--- config.mk ---
export PLATFORM = sky130hd
export DESIGN_NAME = bus_arbiter_2m
export DESIGN_NICKNAME = d
export VERILOG_FILES = /design/src/rtl/bus_arb_pkg.sv /design/src/rtl/bus_rr_pick.sv /design/src/rtl/bus_arbiter_2m.sv
export SDC_FILE = /design/constraint.sdc
export NUM_CORES = 1
export LEC_CHECK = 0
export CAP_MARGIN = 40
export CORE_AREA = 4 4 132 134
export CTS_BUF_LIST = sky130_fd_sc_hd__clkbuf_4
export DETAILED_ROUTE_END_ITERATION = 16
export DIE_AREA = 0 0 136 138
export GPL_ROUTABILITY_DRIVEN = 0
export PLACE_DENSITY = 0.61
export SYNTH_ARGS = -nofsm -noshare
export SYNTH_HDL_FRONTEND = slang
export SYNTH_HIERARCHICAL = 1
export SYNTH_SLANG_ARGS = --single-unit
--- constraint.sdc ---
create_clock -name clk -period 4.5 [get_ports clk]
set_clock_uncertainty 0.05 [all_clocks]
set_input_delay 1.35 -clock clk [delete_from_list [all_inputs] [get_ports clk]]
set_output_delay 1.35 -clock clk [all_outputs]
set_load 0.02 [all_outputs]
--- src/rtl/bus_arb_pkg.sv ---
`default_nettype none
// ============================================================================
// Module   : bus_arb_pkg
// Purpose  : Shared types and constants for the two-master bus arbiter.
//            - bus_req_t   : one master's request bundle (address, data,
//                            byte mask and the level-held read/write strobes)
//            - arb_state_t : arbiter FSM state (IDLE / BUSY)
//            - BUS_ERR_RDATA : read data returned on a watchdog timeout
//            - wdog_width()  : watchdog counter width for a timeout limit
// Revision : 1.0 - initial release
// ============================================================================
package bus_arb_pkg;

    typedef struct packed {
        logic [31:0] addr;
        logic [31:0] wdata;
        logic [3:0]  wmask;
        logic        wen;
        logic        ren;
    } bus_req_t;

    typedef enum logic {
        ARB_IDLE = 1'b0,
        ARB_BUSY = 1'b1
    } arb_state_t;

    localparam logic [31:0] BUS_ERR_RDATA = 32'hDEADBEEF;

    // Master identifiers as used for owner / rr_last bookkeeping.
    localparam logic MASTER_0 = 1'b0;
    localparam logic MASTER_1 = 1'b1;

    // Watchdog counter must hold the value TIMEOUT_CYCLES itself; a disabled
    // watchdog (limit 0) still gets a 1-bit counter so the port widths stay legal.
    function automatic int unsigned wdog_width(input int unsigned limit);
        if (limit == 0) begin
            return 1;
        end
        return $clog2(limit + 1);
    endfunction

endpackage : bus_arb_pkg
`default_nettype wire

--- src/rtl/bus_rr_pick.sv ---
`default_nettype none
// ============================================================================
// Module   : bus_rr_pick
// Purpose  : Two-way combinational priority pick.
//            A sole requester always wins. When both request, round-robin
//            mode grants the master that did not complete last; fixed mode
//            always grants master 0.
// Ports    : req[1:0]     in   request per master
//            rr_last      in   master that completed the previous transaction
//            grant        out  index of the winning master
//            grant_valid  out  at least one master is requesting
// Revision : 1.0 - initial release
// ============================================================================
module bus_rr_pick #(
    parameter bit PRIORITY_RR = 1'b1
) (
    input  logic [1:0] req,
    input  logic       rr_last,
    output logic       grant,
    output logic       grant_valid
);

    always_comb begin
        grant_valid = |req;
        grant       = 1'b0;
        case (req)
            2'b01:   grant = 1'b0;
            2'b10:   grant = 1'b1;
            // Conflict: alternate away from the last completer, or M0 wins.
            2'b11:   grant = PRIORITY_RR ? ~rr_last : 1'b0;
            default: grant = 1'b0;
        endcase
    end

endmodule : bus_rr_pick
`default_nettype wire

--- src/rtl/bus_arbiter_2m.sv ---
`default_nettype none
// ============================================================================
// Module   : bus_arbiter_2m
// Purpose  : Shares one memory/peripheral bus between two masters
//            (M0 = CPU data port, M1 = instruction refill / DMA) using the
//            native level-held ren/wen + combinational done protocol.
//            Zero-cycle arbitration in IDLE, ownership lock in BUSY until the
//            slave completes or the owner aborts, and a slave-timeout
//            watchdog that forces completion and records a sticky error.
// Ports    : clk              in   clock, rising edge
//            rst              in   asynchronous reset, active-low
//            mN_addr/wdata    in   master N address / write data (N = 0,1)
//            mN_wmask         in   master N byte write mask
//            mN_wen/ren       in   master N write / read request (level)
//            mN_rdata         out  read data to master N
//            mN_done          out  completion strobe to master N
//            s_addr/wdata     out  slave address / write data
//            s_wmask          out  slave byte write mask
//            s_wen/ren        out  slave write / read request
//            s_rdata          in   slave read data
//            s_done           in   slave completion (combinational-capable)
//            err_timeout      out  sticky watchdog timeout flag
//            err_addr         out  address of the most recent timeout
//            err_clear        in   clears err_timeout
// Revision : 1.0 - initial release
// ============================================================================
module bus_arbiter_2m
    import bus_arb_pkg::*;
#(
    parameter bit          PRIORITY_RR    = 1'b1,
    parameter int unsigned TIMEOUT_CYCLES = 255,
    parameter logic [31:0] ERR_RDATA      = BUS_ERR_RDATA
) (
    input  logic        clk,
    input  logic        rst,

    input  logic [31:0] m0_addr,
    input  logic [31:0] m0_wdata,
    input  logic [3:0]  m0_wmask,
    input  logic        m0_wen,
    input  logic        m0_ren,
    output logic [31:0] m0_rdata,
    output logic        m0_done,

    input  logic [31:0] m1_addr,
    input  logic [31:0] m1_wdata,
    input  logic [3:0]  m1_wmask,
    input  logic        m1_wen,
    input  logic        m1_ren,
    output logic [31:0] m1_rdata,
    output logic        m1_done,

    output logic [31:0] s_addr,
    output logic [31:0] s_wdata,
    output logic [3:0]  s_wmask,
    output logic        s_wen,
    output logic        s_ren,
    input  logic [31:0] s_rdata,
    input  logic        s_done,

    output logic        err_timeout,
    output logic [31:0] err_addr,
    input  logic        err_clear
);

    localparam int unsigned        WDOG_W     = wdog_width(TIMEOUT_CYCLES);
    localparam logic [WDOG_W-1:0]  WDOG_LIMIT = WDOG_W'(TIMEOUT_CYCLES);
    localparam bit                 WDOG_EN    = (TIMEOUT_CYCLES != 0);

    // ------------------------------------------------------------------
    // Registered state
    // ------------------------------------------------------------------
    arb_state_t        r_state;
    logic              r_owner;
    logic              r_rr_last;
    logic [WDOG_W-1:0] r_wdog;
    logic              r_err_timeout;
    logic [31:0]       r_err_addr;

    // ------------------------------------------------------------------
    // Combinational next-state and selection
    // ------------------------------------------------------------------
    arb_state_t        w_state_nxt;
    logic              w_owner_nxt;
    logic              w_rr_last_nxt;
    logic [WDOG_W-1:0] w_wdog_nxt;
    logic              w_err_nxt;
    logic [31:0]       w_err_addr_nxt;

    bus_req_t          w_mreq [2];
    logic [1:0]        w_req;
    logic              w_grant;
    logic              w_grant_valid;
    logic              w_sel;       // master currently driving the slave
    logic              w_active;    // a live request is being forwarded
    logic              w_timeout;   // forced completion this cycle

    assign w_mreq[0] = '{addr: m0_addr, wdata: m0_wdata, wmask: m0_wmask,
                         wen: m0_wen, ren: m0_ren};
    assign w_mreq[1] = '{addr: m1_addr, wdata: m1_wdata, wmask: m1_wmask,
                         wen: m1_wen, ren: m1_ren};

    // A master requests when either strobe is high; both at once are passed
    // through untouched and the slave decides what that means.
    assign w_req = {m1_ren | m1_wen, m0_ren | m0_wen};

    bus_rr_pick #(
        .PRIORITY_RR (PRIORITY_RR)
    ) u_pick (
        .req         (w_req),
        .rr_last     (r_rr_last),
        .grant       (w_grant),
        .grant_valid (w_grant_valid)
    );

    // ------------------------------------------------------------------
    // Next-state logic and output mux
    // ------------------------------------------------------------------
    always_comb begin
        w_state_nxt    = r_state;
        w_owner_nxt    = r_owner;
        w_rr_last_nxt  = r_rr_last;
        w_wdog_nxt     = r_wdog;
        w_err_nxt      = r_err_timeout;
        w_err_addr_nxt = r_err_addr;
        w_sel          = r_owner;
        w_active       = 1'b0;
        w_timeout      = 1'b0;

        s_addr   = '0;
        s_wdata  = '0;
        s_wmask  = '0;
        s_wen    = 1'b0;
        s_ren    = 1'b0;
        m0_done  = 1'b0;
        m1_done  = 1'b0;
        m0_rdata = s_rdata;
        m1_rdata = s_rdata;

        case (r_state)
            ARB_IDLE: begin
                // Winner is forwarded in this same cycle; a slave that
                // completes immediately never takes the FSM out of IDLE.
                w_sel    = w_grant;
                w_active = w_grant_valid;
                if (w_grant_valid) begin
                    if (s_done) begin
                        w_rr_last_nxt = w_grant;
                    end else begin
                        w_owner_nxt = w_grant;
                        w_state_nxt = ARB_BUSY;
                        w_wdog_nxt  = WDOG_W'(1);
                    end
                end
            end
            ARB_BUSY: begin
                // Only the owner is looked at; the other master waits.
                w_sel    = r_owner;
                w_active = w_req[r_owner];
                if (!w_active) begin
                    // Owner aborted: no done, fairness history untouched.
                    w_state_nxt = ARB_IDLE;
                end else if (s_done) begin
                    // Slave completion beats a coincident watchdog expiry.
                    w_rr_last_nxt = r_owner;
                    w_state_nxt   = ARB_IDLE;
                end else if (WDOG_EN && (r_wdog == WDOG_LIMIT)) begin
                    w_timeout      = 1'b1;
                    w_err_addr_nxt = w_mreq[r_owner].addr;
                    w_rr_last_nxt  = r_owner;
                    w_state_nxt    = ARB_IDLE;
                end else if (r_wdog != '1) begin
                    w_wdog_nxt = r_wdog + WDOG_W'(1);
                end
            end
        endcase

        // A timeout in the same cycle as err_clear keeps the flag set.
        if (w_timeout) begin
            w_err_nxt = 1'b1;
        end else if (err_clear) begin
            w_err_nxt = 1'b0;
        end

        // While rst is low the slave and done lines are forced quiet, even
        // though IDLE would otherwise forward a pending request.
        if (rst && w_active) begin
            s_addr  = w_mreq[w_sel].addr;
            s_wdata = w_mreq[w_sel].wdata;
            s_wmask = w_mreq[w_sel].wmask;
            // Forced completion withdraws the request from the stuck slave.
            s_wen   = w_mreq[w_sel].wen & ~w_timeout;
            s_ren   = w_mreq[w_sel].ren & ~w_timeout;
            if (w_sel == MASTER_1) begin
                m1_done = s_done | w_timeout;
                if (w_timeout) begin
                    m1_rdata = ERR_RDATA;
                end
            end else begin
                m0_done = s_done | w_timeout;
                if (w_timeout) begin
                    m0_rdata = ERR_RDATA;
                end
            end
        end
    end

    // ------------------------------------------------------------------
    // State register
    // ------------------------------------------------------------------
    always_ff @(posedge clk or negedge rst) begin
        if (!rst) begin
            r_state       <= ARB_IDLE;
            r_owner       <= MASTER_0;
            r_rr_last     <= MASTER_1;   // M0 wins the first conflict
            r_wdog        <= '0;
            r_err_timeout <= 1'b0;
            r_err_addr    <= '0;
        end else begin
            r_state       <= w_state_nxt;
            r_owner       <= w_owner_nxt;
            r_rr_last     <= w_rr_last_nxt;
            r_wdog        <= w_wdog_nxt;
            r_err_timeout <= w_err_nxt;
            r_err_addr    <= w_err_addr_nxt;
        end
    end

    assign err_timeout = r_err_timeout;
    assign err_addr    = r_err_addr;

endmodule : bus_arbiter_2m
`default_nettype wire

==> results.cfg <==
[critical_path]
r2r_cells = 6
r2r_slack_ns = 2.22
cp-end-kind = output port
crit_type = input port to output port
required_ns = 3.10
r2r_start = r_owner
timing.rr.end = err_addr[2]
arrival_ns = 3.12
path_max_fanout = 8
start_kind = input port

[clock_network]
root_buffer = clkbuf_4
numCtsBuffers = 5
cts_tree = yes
clockBufferDepth = 2
htreeDepth = 2
cts.clk_slew.worst_paths_ns = 0.15
insertion_delay_ns = 0.37
cts.sinks = 44

[final_layout]
fin_area_mm2 = 0.00758
fin_util = 0.465
final_cells = 930
synthToLayoutAreaGrowth_pct = 120
antennaDiodeCount = 0
layout-drive-gt1-share = 0.339
finalNetCount = 886

[grt]
grt_pass1_wl_um = 27700
grt_usage = 0.191
overflow = 0
grt_start_max_net_pins = 41
grt_pass1_vias = 4547
antenna_found_initial = 0

[timing]
min_period_ns = 4.52
slew_headroom = 0.694
fmax_mhz = 221
rsz0062_at_grt = yes
fin_ws_ns = -0.0151
fin_hold_ws_ns = 0.476
worst_pin_slew_ns = 0.459
tns_ns = -0.0375
setup_viol = 4
fin_crit_sh = 1.00
timing.final.max_slew_violations = 0
hold_violations = 0

[synth]
synthCells = 343
synth_seq_cells = 44
synth_cell_types = 44
synth_edf_count = 0
async_reset_ff_frac = 1.00
syn_area_per_cell_um2 = 10.1
yosys_warnings = 6
synth_area_mm2 = 0.00345
syn_nets = 520
synth_seq_area_share = 0.319
ys.flop_type = dfrtp_1

[detailed_routing]
num_vias = 4333
drt_iter0_drc = 121
wire_per_inst_um = 21.0
firstDrtPassIters = 4
via_per_inst = 4.66
post-route-drc-count = 0
routed_wl_um = 19500
ant_nets = 0

[die]
die_area_mm2 = 0.0188
initial_core_util = 0.212
rows = 47
die_w_um = 136
coreArea_mm2 = 0.0163
die_h_um = 138
ios = 345

[power]
pwr_density_cell_mw_per_mm2 = 289
ir_worst_vdd_v = 0.000128
total_power_mw = 2.19
leakagePower_nw = 3.42

[hold_path]
hold_path_end = err_addr[18]
holdPathStages = 1
hp-class = flop to flop
min_from = err_addr[18]

[placed_design]
placed_cell_area_mm2 = 0.00731
post-place-cells = 903
portBuffers = 344
dp_hpwl_um = 15000
dp_slack_ns = -0.713

[run]
max_cap_violations = 0

[run_status]
status = finished, violations left
violations = setup timing
[per-layer routing]
metal,wire [µm],global-route usage,part of all wire
met3,1970,0.0643,0.10
met1,7000,0.201,0.36
met2,10100,0.360,0.52
met5,0,0,0
met4,398,0.0483,0.020
[report_power, final]
group / switching (mW) / internal (mW) / total (mW)
Combinational: 0.695 / 0.768 / 1.46
Clock: 0.157 / 0.123 / 0.280
Sequential: 0.0248 / 0.420 / 0.445
Total: 0.877 / 1.31 / 2.19
[final cells by class]
class / count / area (µm²)
tap: 220 / 275
clock inverter: 3 / 50.0
clock buffer: 5 / 37.5
sequential: 44 / 1100
inverter: 3 / 11.3
timing repair buffer: 390 / 3820
multi-input combinational: 265 / 2280
fill: 1560 / 8710
[how the worst max path moves through the flow]
stage | startpoint | end | cells past startpoint
after detailed placement | m1_ren | s_addr[14] | 8
final | m1_wen | s_addr[28] | 11
after floorplan | m0_ren | s_ren | 8
after global routing | m1_wen | s_addr[28] | 11
after global placement | m1_ren | m1_rdata[12] | 5
after CTS | m0_ren | s_addr[13] | 11
[repair_timing]
item | 4_1_cts | 5_1_grt
buffers inserted | 13 | 3
pin swaps | 10 | 16
resized for setup | 364 | 56
cloned | 5 | 3
endpoints found under the setup margin | 134 | 70
hold buffers | 0 | 0
[placed cells by master, fill, tap and decap left out, drive strengths merged, types with 8 or more instances in the layout]
cell           Yosys  layout
clkdlybuf4s50      0     234
mux2              66      66
dlygate4sd2        0      31
nor2b              8       8
a22o              68      68
or2               27      27
nor2               9       9
nand2b            27      27
and2               9       9
nand2             10      10
buf                8     122
dfrtp             43      43
[state kept, by name (all words and copies together), names as in the netlist]
register,flops
r_state,1
r_owner,1
r_rr_last,1
err_timeout,1
err_addr,32
r_wdog,8
[critical path, cell delays in order]
cell	delay [ns]
buf_8	0.10
or2_4	0.24
or2_1	0.25
nand2b_1	0.15
o22ai_4	0.09
and2_4	0.18
buf_6	0.12
buf_12	0.13
buf_16	0.14
a22o_4	0.23
buf_6	0.13
[logic make-up (layout without fill, tap and decap cells)]
group	after synthesis	after routing	synth area share
buffers and inverters	34	401	0.0457
muxes	68	68	0.221
AOI/OAI and AO/OA	91	91	0.223
DFF	44	44	0.319
adders and majority gates	1	1	0.00362
and+or+nand+nor	105	105	0.188
[synth_stat cells (8+ instances only)]
library cell	count	share of area
dfrtp_1	43	0.31
clkbuf_1	23	0.025
nand2_1	10	0.011
a22o_1	68	0.17
nor2_1	8	0.0087
nand2b_1	27	0.049
or2_2	26	0.047
mux2_2	66	0.22
nor2b_1	8	0.014
and2_1	9	0.016
No activity file was read; power rests on OpenSTA's default activity.
